## src/rtl/demux_regbank8x4_pkg.sv

```systemverilog
// ---------------------------------------------------------------------------
// demux_regbank8x4_pkg
// Shared definitions for the 8x4 demultiplexed register bank:
//   - bank geometry (DEPTH entries of WIDTH bits, PTR_W-bit index)
//   - load-sequencer state encoding (IDLE=0, LOAD=1, DONE=2)
// ---------------------------------------------------------------------------
package demux_regbank8x4_pkg;

    localparam int DEPTH = 8;
    localparam int WIDTH = 4;
    localparam int PTR_W = 3;

    typedef enum logic [1:0] {
        ST_IDLE = 2'd0,
        ST_LOAD = 2'd1,
        ST_DONE = 2'd2
    } state_e;

endpackage : demux_regbank8x4_pkg

```

## src/rtl/demux_regbank8x4_demux1to8.sv

```systemverilog
// ---------------------------------------------------------------------------
// demux1to8
// 3-to-8 one-hot decoder with enable; the write-side inverse of the 8-to-1
// read selector. Produces one write strobe per bank entry.
// Ports:
//   en_i    in  1  write enable; all strobes low when 0
//   sel_i   in  3  entry index
//   strb_o  out 8  one-hot write strobes (strb_o[k] = en_i & (sel_i == k))
// ---------------------------------------------------------------------------
module demux1to8
    import demux_regbank8x4_pkg::*;
(
    input  logic             en_i,
    input  logic [PTR_W-1:0] sel_i,
    output logic [DEPTH-1:0] strb_o
);

    logic s0_s;
    logic s1_s;
    logic s2_s;
    logic n0_s;
    logic n1_s;
    logic n2_s;

    assign s0_s = sel_i[0];
    assign s1_s = sel_i[1];
    assign s2_s = sel_i[2];
    assign n0_s = ~sel_i[0];
    assign n1_s = ~sel_i[1];
    assign n2_s = ~sel_i[2];

    assign strb_o[0] = en_i & n2_s & n1_s & n0_s;
    assign strb_o[1] = en_i & n2_s & n1_s & s0_s;
    assign strb_o[2] = en_i & n2_s & s1_s & n0_s;
    assign strb_o[3] = en_i & n2_s & s1_s & s0_s;
    assign strb_o[4] = en_i & s2_s & n1_s & n0_s;
    assign strb_o[5] = en_i & s2_s & n1_s & s0_s;
    assign strb_o[6] = en_i & s2_s & s1_s & n0_s;
    assign strb_o[7] = en_i & s2_s & s1_s & s0_s;

endmodule : demux1to8

```

## src/rtl/demux_regbank8x4.sv

```systemverilog
// ---------------------------------------------------------------------------
// demux_regbank8x4
// Eight-entry, 4-bit register bank written through a 1-to-8 demultiplexer.
// IDLE: addressed writes (wr_en/select). LOAD: sequential writes at an
// internal pointer on in_valid. DONE: one-cycle completion pulse.
// Ports:
//   clk          in  1  rising-edge clock
//   reset_n      in  1  asynchronous active-low reset
//   clear        in  1  synchronous clear of bank/pointer/state, top priority
//   in           in  4  write data
//   wr_en        in  1  addressed write strobe (IDLE only)
//   select       in  3  addressed write index
//   load_start   in  1  enter/restart sequential load (ignored in DONE)
//   in_valid     in  1  sequential-load data strobe (LOAD only)
//   out_7..out_0 out 4  registered entry contents
//   ptr          out 3  load pointer
//   busy         out 1  high while in LOAD
//   done         out 1  one-cycle pulse in DONE
// ---------------------------------------------------------------------------
module demux_regbank8x4
    import demux_regbank8x4_pkg::*;
(
    input  logic             clk,
    input  logic             reset_n,
    input  logic             clear,
    input  logic [WIDTH-1:0] in,
    input  logic             wr_en,
    input  logic [PTR_W-1:0] select,
    input  logic             load_start,
    input  logic             in_valid,
    output logic [WIDTH-1:0] out_7,
    output logic [WIDTH-1:0] out_6,
    output logic [WIDTH-1:0] out_5,
    output logic [WIDTH-1:0] out_4,
    output logic [WIDTH-1:0] out_3,
    output logic [WIDTH-1:0] out_2,
    output logic [WIDTH-1:0] out_1,
    output logic [WIDTH-1:0] out_0,
    output logic [PTR_W-1:0] ptr,
    output logic             busy,
    output logic             done
);

    state_e           state_q;
    state_e           state_d;
    logic [PTR_W-1:0] ptr_q;
    logic [PTR_W-1:0] ptr_d;
    logic             busy_q;
    logic             done_q;
    logic             clr_s;
    logic             we_s;
    logic [PTR_W-1:0] waddr_s;
    logic [DEPTH-1:0] strb_s;
    logic [WIDTH-1:0] bank_q [DEPTH];

    // Sequencer next-state, pointer update and write-port steering
    always_comb begin
        state_d = state_q;
        ptr_d   = ptr_q;
        clr_s   = 1'b0;
        we_s    = 1'b0;
        waddr_s = select;
        if (clear) begin
            clr_s   = 1'b1;
            state_d = ST_IDLE;
            ptr_d   = 3'd0;
        end else begin
            case (state_q)
                ST_IDLE: begin
                    if (load_start) begin
                        state_d = ST_LOAD;
                        ptr_d   = 3'd0;
                    end else if (wr_en) begin
                        we_s    = 1'b1;
                        waddr_s = select;
                    end else begin
                        we_s    = 1'b0;
                    end
                end
                ST_LOAD: begin
                    if (load_start) begin
                        ptr_d   = 3'd0;
                    end else if (in_valid) begin
                        we_s    = 1'b1;
                        waddr_s = ptr_q;
                        // 3-bit increment wraps 7 -> 0 on the final write
                        ptr_d   = ptr_q + 3'd1;
                        if (ptr_q == 3'd7) begin
                            state_d = ST_DONE;
                        end else begin
                            state_d = ST_LOAD;
                        end
                    end else begin
                        ptr_d   = ptr_q;
                    end
                end
                ST_DONE: begin
                    state_d = ST_IDLE;
                end
                default: begin
                    state_d = ST_IDLE;
                    ptr_d   = 3'd0;
                end
            endcase
        end
    end

    demux1to8 u_demux (
        .en_i   (we_s),
        .sel_i  (waddr_s),
        .strb_o (strb_s)
    );

    // State, pointer and status flags; flags come from the next state so they
    // are flop outputs aligned with the state register
    always_ff @(posedge clk or negedge reset_n) begin
        if (!reset_n) begin
            state_q <= ST_IDLE;
            ptr_q   <= 3'd0;
            busy_q  <= 1'b0;
            done_q  <= 1'b0;
        end else begin
            state_q <= state_d;
            ptr_q   <= ptr_d;
            busy_q  <= (state_d == ST_LOAD);
            done_q  <= (state_d == ST_DONE);
        end
    end

    for (genvar k = 0; k < DEPTH; k++) begin : g_entry
        // One 4-bit entry with clear and per-entry write strobe
        always_ff @(posedge clk or negedge reset_n) begin
            if (!reset_n) begin
                bank_q[k] <= 4'h0;
            end else if (clr_s) begin
                bank_q[k] <= 4'h0;
            end else if (strb_s[k]) begin
                bank_q[k] <= in;
            end else begin
                bank_q[k] <= bank_q[k];
            end
        end
    end

    assign out_0 = bank_q[0];
    assign out_1 = bank_q[1];
    assign out_2 = bank_q[2];
    assign out_3 = bank_q[3];
    assign out_4 = bank_q[4];
    assign out_5 = bank_q[5];
    assign out_6 = bank_q[6];
    assign out_7 = bank_q[7];
    assign ptr   = ptr_q;
    assign busy  = busy_q;
    assign done  = done_q;

endmodule : demux_regbank8x4
```

## config.mk

```make
export PLATFORM = sky130hd
export DESIGN_NAME = demux_regbank8x4
export DESIGN_NICKNAME = d
export VERILOG_FILES = /design/src/rtl/demux_regbank8x4_pkg.sv /design/src/rtl/demux_regbank8x4_demux1to8.sv /design/src/rtl/demux_regbank8x4.sv
export SDC_FILE = /design/constraint.sdc
export NUM_CORES = 1
export LEC_CHECK = 0
export ABC_AREA = 1
export CORE_UTILIZATION = 40
export CTS_BUF_LIST = sky130_fd_sc_hd__clkbuf_4
export CTS_CLUSTER_DIAMETER = 80
export DETAILED_ROUTE_END_ITERATION = 16
export PLACE_DENSITY = 0.7
export RECOVER_POWER = 100
export SKIP_CTS_REPAIR_TIMING = 1
export SLEW_MARGIN = 20
export SYNTH_ARGS = -nofsm -noshare
export SYNTH_HDL_FRONTEND = slang
export SYNTH_SLANG_ARGS = --single-unit
```

## constraint.sdc

```tcl
create_clock -name clk -period 1.4 [get_ports clk]
set_input_delay 0.21 -clock clk [delete_from_list [all_inputs] [get_ports clk]]
set_output_delay 0.21 -clock clk [all_outputs]
set_load 0.03 [all_outputs]
```

==> run summary, run 1 <==
The overall global routing resource usage was 18.95%; the post-place instance area was 2709 µm². In this design, the largest share of critical-path delay is due to buffers and inverters. The cell depth of the worst flop-to-flop path is 9. The vias per cell is 5.260, and the effective utilization at floorplan is 42.13%.

Compared with the post-synthesis result, the final layout area differs by 49.20%. The H-tree was split into 2 levels. Along the worst path, the maximum fanout reaches 6. dfrtp_1 takes more of the synthesized area than any other cell. The count of pins over their slew limit was 0.

The overall routed net length is 5.097 mm. The run gives 5363 µm² as the full die area. Across all hold checks on the routed design, the worst slack comes to 0.3510 ns. The logs give 350 for the number of standard cells in the layout, taps in and fillers out and 0 for the post-route antenna net violation count. The signal on the critical path passes through clkdlybuf4s50_1, nor2_8, nand3_4, buf_6, nand2_2, nand2_2, nor2_4, buf_12, nand3_4, nand3_1, nand2_1. The run gives 55.26% as the worst slew margin relative to its limit. The finished cells cover 3028 µm². The flow ran to the end, but the final reports show violations. The share of the synthesized area in the top cell type is 48.09%. After synthesis the netlist holds a flip-flop and latch count of 39. The final reports fail on negative setup slack. During synthesis, Yosys emitted a total of 0 warnings. In this design, the stage delay of the slowest critical-path cell is 0.52 ns.

Ratio of final minimum period to clock period: 114.7%. The sequential cell area fraction in the yosys report is 48.09%, and the number of optimization iterations in the first detailed-route pass is 6. For this block, the initial DRC count from the detailed router was 96. The worst endpoint required time was 1.64 ns.

The via count of the first global-routing pass is 1664. The total area inside the core boundary comes to 4817 µm². The run gives 0.35 ns as the latest clock arrival within the worst-skew pair.

The largest individual stage delay along the critical path comes from the cell clkdlybuf4s50_1. In this run the horizontal extent of the chip is 73.23 µm. For this run, the post-layout net count is 298. Routability-driven placement finished with a final weighted congestion of 0.8774. Total standard cell area after synthesis: 2029 µm². The mean area per synthesized cell was 9.352 µm².

The cell total after placement is 335, and the fraction of final layout cells sized beyond drive strength 1 is 21.91%. The final routed wire length divided by cell count works out to 14.56 µm. The tools report the max-cap violation count as 0. TritonCTS built the clock tree.

The cell at the root of the clock tree is clkbuf_4. The clock arrives with 0.007347 ns of skew. After detailed routing, the number of remaining DRC violations is 0.

For this design the ratio of total power to cell area is 690.8 nW/µm². The top cell types in the final layout, fill and taps aside, are 38 x dfrtp_1, 36 x dlymetal6s2s_1, 35 x nand2_1, 35 x nand4_1, 27 x nand3_1. By area the synthesized netlist is led by dfrtp_1 48%, nand4_1 11%, nand3_1 8.1%. The number of buffers and inverters on the critical path is 3.

In this run the static leakage power is 2.021 nW. The largest net degree at the start of global routing was 25; the number of input and output port buffers inserted was 49. At the worst endpoint, the arrival time is 1.85 ns. OpenSTA, run right after detailed placement, puts the worst setup slack at -0.4981 ns.

The routed layout has 1841 vias. Across the VDD grid, the largest voltage drop is 429.3 µV. The first global-routing pass estimated 7.596 mm of wire. For the total inserted antenna cells, the log shows 0. After global routing the overflow that remains totals 0. Across all register-to-register paths, the minimum setup slack is -0.19 ns. In this run, distinct cell masters in the synthesized netlist total 25.

The actual slew at the worst max-slew pin works out to 0.6687 ns. For the slack of the critical path, the log shows -0.2057 ns. The logs give 0 for the count of final hold-check violations and 2 for the number of buffers between clock root and the deepest sink. The net count of the mapped netlist is 232. The class of the most critical hold timing path is input pin to async pin. After technology mapping, the gate count stands at 217. Setup repair after global routing could not meet its margin everywhere.

The endpoint of the lowest-slack register-to-register path was out_2[2]$_DFFE_PN0P_. By startpoint and endpoint, the worst setup path is classified as input pin to register. Leaving out fill and tap cells, the most frequent cell in the layout is dfrtp_1. The worst path needs 1.606 ns of the cycle, external delays included. Setup violations remaining at the end of the flow were counted as 32. The post-DP HPWL was 3.312 mm; the clock transition time at the flip-flop clock pins of the worst setup and hold paths was 0.11 ns. The number of ports placed on the die boundary is 50. The tools report the number of antenna violations at the first check in global routing as 0. The count of clock tree sinks is 39. In this run the critical register-to-register path is launched from state_q[0]$_DFF_PN0_. STA classifies the critical path endpoint as a register. From bottom edge to top edge, the die measures 73.23 µm. Buffers inserted during clock tree synthesis total 5. In this run the core area contains 25 standard-cell rows. STA classifies the critical path startpoint as an input pin. Static timing analysis puts the maximum clock frequency at 0.6228 GHz.
==> worst max-delay path by stage <==
stage	from	end	slack (ns)	cells after the start
6_report	clear	out_2[2]$_DFFE_PN0P_	-0.21	11
5_1_grt	state_q[0]$_DFF_PN0_	out_2[1]$_DFFE_PN0P_	-0.30	9
4_1_cts	ptr[2]$_DFFE_PN0P_	ptr[2]	-0.27	1
3_5_place_dp	clear	out_6[3]$_DFFE_PN0P_	-0.50	11
3_3_place_gp	clear	out_7[0]$_DFFE_PN0P_	-0.47	9
2_1_floorplan	state_q[0]$_DFF_PN0_	out_1[0]$_DFFE_PN0P_	-0.04	11
==> power by group <==
group | total [W] | internal [W] | switching [W]
Combinational | 0.000407 | 0.000170 | 0.000237
Clock | 0.000538 | 0.000178 | 0.000360
Sequential | 0.00115 | 0.00114 | 0.00000737
==> Yosys cell counts <==
master	n
nand3_1	33
o21ai_2	2
nand3_4	8
buf_2	6
clkbuf_1	2
buf_4	2
nor2_4	3
nand2_2	4
inv_1	18
ha_1	2
o31ai_1	1
nor3_1	1
dfrtp_1	39
a31oi_1	1
o22ai_1	2
nor2_1	8
nand4_1	35
and2_1	1
buf_6	4
buf_1	3
o21ai_1	1
nand3_2	1
a21oi_1	2
nand2_1	37
nor2_8	1
==> state kept, by name, indices dropped and copies added, names as in the netlist <==
signal / flops
out_6: 4
out_0: 4
out_4: 4
out_2: 4
busy: 1
out_7: 4
ptr: 3
state_q: 2
out_5: 4
done: 1
out_1: 4
out_3: 4
==> logic make-up (layout without fill, tap and decap cells) <==
group	after synthesis	count (layout)	share of synthesized area (%)
AOI/OAI and AO/OA	9	9	2.898
DFF	39	39	48.09
adders and majority gates	2	2	1.233
and+or+nand+nor	132	132	39.09
buffers and inverters	35	101	8.693
==> per-stage QoR <==
step	utilization, %	total power [W]	setup TNS [ns]
after floorplan	-	0.001361	-1.126
after global placement	56.23	0.001519	-15.49
after detailed placement	56.23	0.001526	-16.57
after CTS	57.19	0.002060	-12.85
after global routing	62.86	0.002193	-8.416
final	62.86	0.002092	-5.755
==> per-layer routing <==
metal  global-route usage (%)  wire, µm  vias to the layer above
li1                         -         -                      894
met1                    23.51      2241                      890
met2                    30.56      2554                       45
met3                    4.282       179                       12
met4                    10.24       121                        0
met5                        0         0                        -
==> cell type report <==
cell class,count,area [µm²]
fill,424,1789
sequential,39,977.2
multi-input combinational,143,932.1
timing repair buffer,76,920.9
tap,67,83.83
inverter,18,67.56
clock buffer,5,37.54
clock inverter,2,8.758
==> worst reg2reg max path: stages, from the launching register on <==
cell and delay (ns):
dfrtp_1 0.41, buf_4 0.15, nor2_2 0.09, nand3_1 0.08, and2_4 0.18, nor2_4 0.20, buf_12 0.16, nand3_4 0.08
nand3_1 0.08, nand2_1 0.05
(Power assumes the default switching activity.)
==> inputs of run 2 (changes only) <==
- SETUP_SLACK_MARGIN: unset -> 0.4
==> run summary, run 2 (synthesized netlist as in run 1, its figures left out) <==
The flow ran to the end, but the final reports show violations. The checks that failed: negative setup slack. Worst slack at placement: -0.5138 ns.

Data on the critical path is required at its endpoint by 1.63 ns. Summing all multi-input logic gate instances after layout gives 1049 µm². The detailed router finished its first iteration with 109 violations. The routed length on met1 came out at 2.326 mm. For this block, the via count after detailed routing is 1950.

Port buffering added 49 buffers. TritonCTS built the clock tree. For the final database, setup skew stands at 0.006195 ns. The signal on the critical path passes through inv_2, nor2_4, nand3_4, buf_6, nand2_2, nand2_2, nor2_4, buf_12, nand3_4, nand3_1, nand2_1. Counting the buffers created by CTS gives 5. Timing would allow up to 0.6200 GHz. The path class of the tightest hold or removal check is input pin to register. The area growth from synthesis to layout is 64.61%.

The top cell types in the final layout, fill and taps aside, are 41 x buf_6, 40 x buf_4, 37 x dfrtp_1, 35 x nand2_1, 35 x nand4_1. In this run the static leakage power is 1.643 nW. The die width works out to 73.23 µm. The slack of the critical path is -0.2130 ns. The largest fanout of any net on the critical path came out at 10. The tree built by TritonCTS fans out to 39 sinks.

For this run, the slowest stage of the critical path takes 0.40 ns. In the final design database the tool counted 328 nets. The tools report the row count as 25.

Clock-pin slew was measured on the worst setup and hold paths at 0.11 ns. In the final routed layout, each cell accounts on average for 14.34 µm. For the number of setup violations in the final report, the log shows 32. In the detailed route, the total length drawn on met2 is 2.788 mm.

Global routing consumed, over all layers together, 18.89% of the routing resources. Detailed placement finished with a half-perimeter wire length of 3.265 mm. The actual slew at the worst max-slew pin is 0.9274 ns, and the latest clock arrival within the worst-skew pair is 0.34 ns. The most common library cell in the layout ignoring fill and taps is buf_6. For the routed length on met3, the log shows 246 µm. Dividing the detail-routed via count by the number of cells gives 5.118. Summed over all layers, the global routing overflow is 0. The effective utilization at floorplan was 42.13%; the via count of the first global-routing pass was 1647. In this run the most critical hold path is launched from clear. The worst setup path is launched from a register. The core region is 4817 µm². The root buffer cell chosen for the clock tree is clkbuf_4.

In this run the count of I/O pins placed on the die edge is 50. The number of buffers between clock root and the deepest sink came out at 2. The tools report the endpoint of the lowest-slack register-to-register path as out_2[2]$_DFFE_PN0P_. The logs give 978.4 µm² for the flip-flop and latch area and 4 for the number of optimization iterations in the first detailed-route pass. The tools report the worst slew margin relative to its limit as 38.18%.

In the final layout, the share of cells above drive strength 1 is 46.18%. CTS built an H-tree with a depth of 2. The cell depth of the worst flop-to-flop path is 11, and the number of antenna violations at the first check in global routing is 0. The weighted congestion at the end of routability-driven global placement is 0.9186. Cells fill 69.35% of the core in the end. The power density of the placed cells works out to 651.8 nW/µm².

The count of unresolved DRC violations after routing is 0, and the count of final hold-check violations is 0. The wire length of the first global-routing pass was 7.590 mm. The number of instances on the worst hold path is 3, and the full die area is 5363 µm². The run gives 0 as the total inserted antenna cells. For the count of pins over their slew limit, the log shows 0. The worst-path cell with the longest stage delay is dfrtp_1. STA classifies the critical path endpoint as a register.

The overall routed net length is 5.462 mm. The vertical die dimension is 73.23 µm. In this run the critical register-to-register path is launched from state_q[0]$_DFF_PN0_. Dividing the final minimum period by the clock period gives 115.2%. Data arrives at the worst endpoint at 1.85 ns. Setup repair after global routing could not meet its margin everywhere. The critical path in this run is classified as register to register. The flop-to-flop setup slack was -0.21 ns.

The path with the worst hold slack has its endpoint at busy$_DFF_PN0_. The highest metal layer carrying signal wires in the routed design is met4. The post-layout minimum cycle time came out at 1.613 ns. The worst-case IR drop observed on VDD is 349.7 µV. Across the run, the number of max-cap violations was 0. The run gives 366 as the number of fillers in the final layout.

Entering global routing, the biggest net connects 24 pins. Post-route antenna net violation count: 0.
[run 2: cell types whose count changed in the layout (fill, tap and decap cells not counted), moves of 2 or more]
cell             before  now
buf_4                10   40
buf_6                 3   41
clkbuf_2              2    0
clkbuf_4              5    7
clkdlybuf4s50_1      11    9
dlymetal6s2s_1       36    2
ha_1                  2    0
ha_4                  0    2
inv_1                17   15
nand2_2               6    4
nand2_4               0    2
nand3_1              27   22
nand3_2               6   11
nor2_4                3    5
[run 2: cell type report]
type,instances,area share (%)
Inverter,18,2.097
Sequential cell,39,29.29
Tap cell,67,2.509
Multi-Input combinational cell,143,31.39
Timing Repair Buffer,106,33.00
Clock buffer,7,1.573
Clock inverter,1,0.1498
[run 2: worst max path at each step]
stage / start / endpoint / cells after the start
after global routing: state_q[0]$_DFF_PN0_ / out_0[2]$_DFFE_PN0P_ / 11
after detailed placement: clear / out_4[1]$_DFFE_PN0P_ / 11
after floorplan: state_q[0]$_DFF_PN0_ / out_1[0]$_DFFE_PN0P_ / 11
after global placement: clear / out_0[0]$_DFFE_PN0P_ / 11
after CTS: ptr[1]$_DFFE_PN0P_ / ptr[1] / 1
final: state_q[0]$_DFF_PN0_ / out_2[2]$_DFFE_PN0P_ / 11
[run 2: worst max-delay path: cells and delay by family, from the launching register on]
family / cells / cell delay, ns
buffers and inverters: 3 / 0.36
DFF: 1 / 0.40
and+or+nand+nor: 8 / 0.74
[run 2: metal layers]
layer / up-vias / global-route usage [%]
met5: - / 0
met3: 8 / 4.696
li1: 952 / -
met1: 932 / 24.50
met2: 58 / 29.73
met4: 0 / 8.497
[run 2: metrics by stage]
stage / area [µm²] / hold slack [ns] / instances / total power, W / setup TNS [ns]
2_1_floorplan: 2044 / -0.08559 / 217 / 0.001362 / -1.126
3_3_place_gp: 2738 / 0.1603 / 337 / 0.001522 / -15.45
3_5_place_dp: 2738 / 0.1557 / 337 / 0.001528 / -17.23
4_1_cts: 2795 / -0.2230 / 345 / 0.002122 / -12.28
5_1_grt: 3341 / 0.3728 / 381 / 0.002289 / -9.014
6_report: 3341 / 0.3773 / 381 / 0.002177 / -5.873
[run 2: power breakdown]
group / leakage, nW / switching, W / total (W) / internal [W]
combinational: 1.07 / 0.000250 / 0.000437 / 0.000187
sequential: 0.538 / 0.00000999 / 0.00115 / 0.00114
clock: 0.0361 / 0.000356 / 0.000591 / 0.000235
==> inputs of run 3 (changes only) <==
- CORE_MARGIN: unset -> 2
==> run summary, run 3 (synthesized netlist as in run 1, its figures left out) <==
The tools report the cell total after placement as 339. For this design, the sink count on the clock tree is 39. The path class of the tightest hold or removal check is input pin to register. For this block, the initial DRC count from the detailed router was 140. The fraction of final layout cells sized beyond drive strength 1 came out at 31.68%.

The count of final hold-check violations is 0. The die is 75.23 µm tall. The post-layout minimum cycle time is 1.589 ns.

Relative to the synthesized area, the layout overhead comes to 38.66%. The largest clock skew in the final design is 0.01019 ns, and the number of fillers in the final layout is 474. The count of buffers added on input and output ports is 49. The run gives 1721 as the via count of the first global-routing pass. TritonCTS built the clock tree. The die is 75.23 µm wide. The overall global routing resource usage is 19.21%, and the largest net degree at the start of global routing is 25. The number of antenna violations at the first check in global routing is 0.

After detailed routing, the number of remaining DRC violations is 0. The run finished, with violations left. Summing all multi-input logic gate instances after layout gives 927.1 µm². For the net count of the finished layout, the log shows 318. Worst endpoint required time: 1.64 ns. The die covers 5660 µm². The maximum resistive drop on vdd was 332.5 µV; the vias per cell was 4.965. The floorplan has 25 rows.

TritonCTS created 5 clock buffers. Setup TNS: -5.213 ns. The worst setup path is captured at a register.

Summing all non-filler instances in the final layout gives an area of 2814 µm². The number of ports placed on the die boundary is 50. At the pin with the least slew margin, the transition time is 0.9409 ns. Global routing finished with a remaining overflow of 0. The count of nets left with antenna violations once routing finished came out at 0. Of all nets on the critical path, the largest fanout is 20. Static timing analysis puts the maximum clock frequency at 0.6293 GHz. In this run the power density over the cells is 730.8 nW/µm².

The placeable core region was 4817 µm². Max-cap violation count: 0. The final reports fail on negative setup slack. The logs give 0 for the total inserted antenna cells and 0.9175 for the weighted congestion at the end of routability-driven global placement. Critical path arrival: 1.83 ns. For the number of H-tree levels, the log shows 2. The number of buffers between clock root and the deepest sink came out at 2. The worst setup path is launched from a register. Setup violations remaining at the end of the flow were counted as 32.

The tightest hold path in the finished design has a slack of 0.4183 ns. The post-place instance area is 2753 µm². In this run the tightest slew margin relative to its limit is 37.28%. Across all layers, the routed design uses 1837 vias. For this configuration, the core starts out at a cell density of 42.13%. The worst setup path is of the register to register kind.

For the flip-flop and latch area, the log shows 978.4 µm². The final routed wire length divided by cell count is 13.86 µm. Setup repair after global routing could not meet its margin everywhere. The clock transition time at the flip-flop clock pins of the worst setup and hold paths is 0.12 ns, and the post-DP HPWL is 3.487 mm. Leaving out fill and tap cells, the most frequent cell in the layout is buf_4. For this block, the routed nets add up to 5.130 mm of wire. The finished layout holds 370 standard cells, fillers aside. The run gives 0.34 ns as the latest clock arrival within the worst-skew pair. Cell at the root of the clock tree: clkbuf_4. The logs give -0.1891 ns for the slack of the critical path and 4 for the number of optimization iterations in the first detailed-route pass. The worst path uses 113.5% of the clock period.

The first global-routing pass estimated 8.155 mm of wire. The library cells used most frequently in the layout, excluding fill and tap cells, are 40 x buf_4, 37 x nand2_1, 37 x dfrtp_1, 35 x nand4_1, 33 x nand3_1. Summed over all cells, the static leakage comes to 1.416 nW.

The tools report the flop-to-flop setup slack as -0.19 ns. The count of pins over their slew limit came out at 0.
run 3: cell count changes in the layout (fill, tap and decap cells not counted), moves of 4 or more:
| cell | previous run | this run |
|---|---|---|
| buf_6 | 41 | 3 |
| clkbuf_1 | 4 | 23 |
| clkbuf_16 | 4 | 0 |
| clkbuf_2 | 0 | 13 |
| nand3_1 | 22 | 33 |
| nand3_2 | 11 | 1 |
run 3: worst paths after layout:
check / start / endpoint / depth (start not counted)
min in group asynchronous: reset_n / done$_DFF_PN0_ / 2
worst min register to register: out_7[3]$_DFFE_PN0P_ / out_7[3]$_DFFE_PN0P_ / 2
worst max register to register: state_q[1]$_DFF_PN0_ / out_3[2]$_DFFE_PN0P_ / 8
worst max-delay path: state_q[1]$_DFF_PN0_ / out_3[2]$_DFFE_PN0P_ / 8
max in group asynchronous: reset_n / ptr[0]$_DFFE_PN0P_ / 3
worst min-delay path: load_start / state_q[0]$_DFF_PN0_ / 4
run 3: area by class of cell:
cell class,count,share of cell area [%]
Inverter,18,2.490
Multi-Input combinational cell,143,32.95
Clock buffer,5,1.334
Clock inverter,2,0.3112
Sequential cell,39,34.77
Timing Repair Buffer,96,25.17
Tap cell,67,2.979
run 3: worst max-delay path, stage by stage, from the launching register on:
cell and delay, ns:
dfrtp_1 0.44, nor2_1 0.18, nand3_1 0.09, and2_1 0.23
nor2_4 0.14, buf_12 0.17, nand3_4 0.10, nand3_1 0.09
nand2_1 0.05
run 3: metrics by stage:
step                      worst slack, ns  utilization [%]  total power [W]
after floorplan                  -0.03538                -         0.001362
after global placement            -0.4519            57.14         0.001527
after detailed placement          -0.4972            57.14         0.001531
after CTS                         -0.2819            58.10         0.002069
after global routing              -0.2991            58.42         0.002152
final                             -0.1891            58.42         0.002056
run 3: power by group:
part	internal, W	switching [W]
Clock	0.000178	0.000363
Sequential	0.00114	0.00000775
Combinational	0.000140	0.000228
Total	0.00146	0.000599
run 3: per-layer routing:
layer  global-route usage, %  share of wire [%]  up-vias
li1                        -                  -      927
met1                   27.53                 46      858
met2                   28.65                 48       45
met3                   4.418                4.3        7
met4                   6.823                1.3        0
met5                       0                  0        -
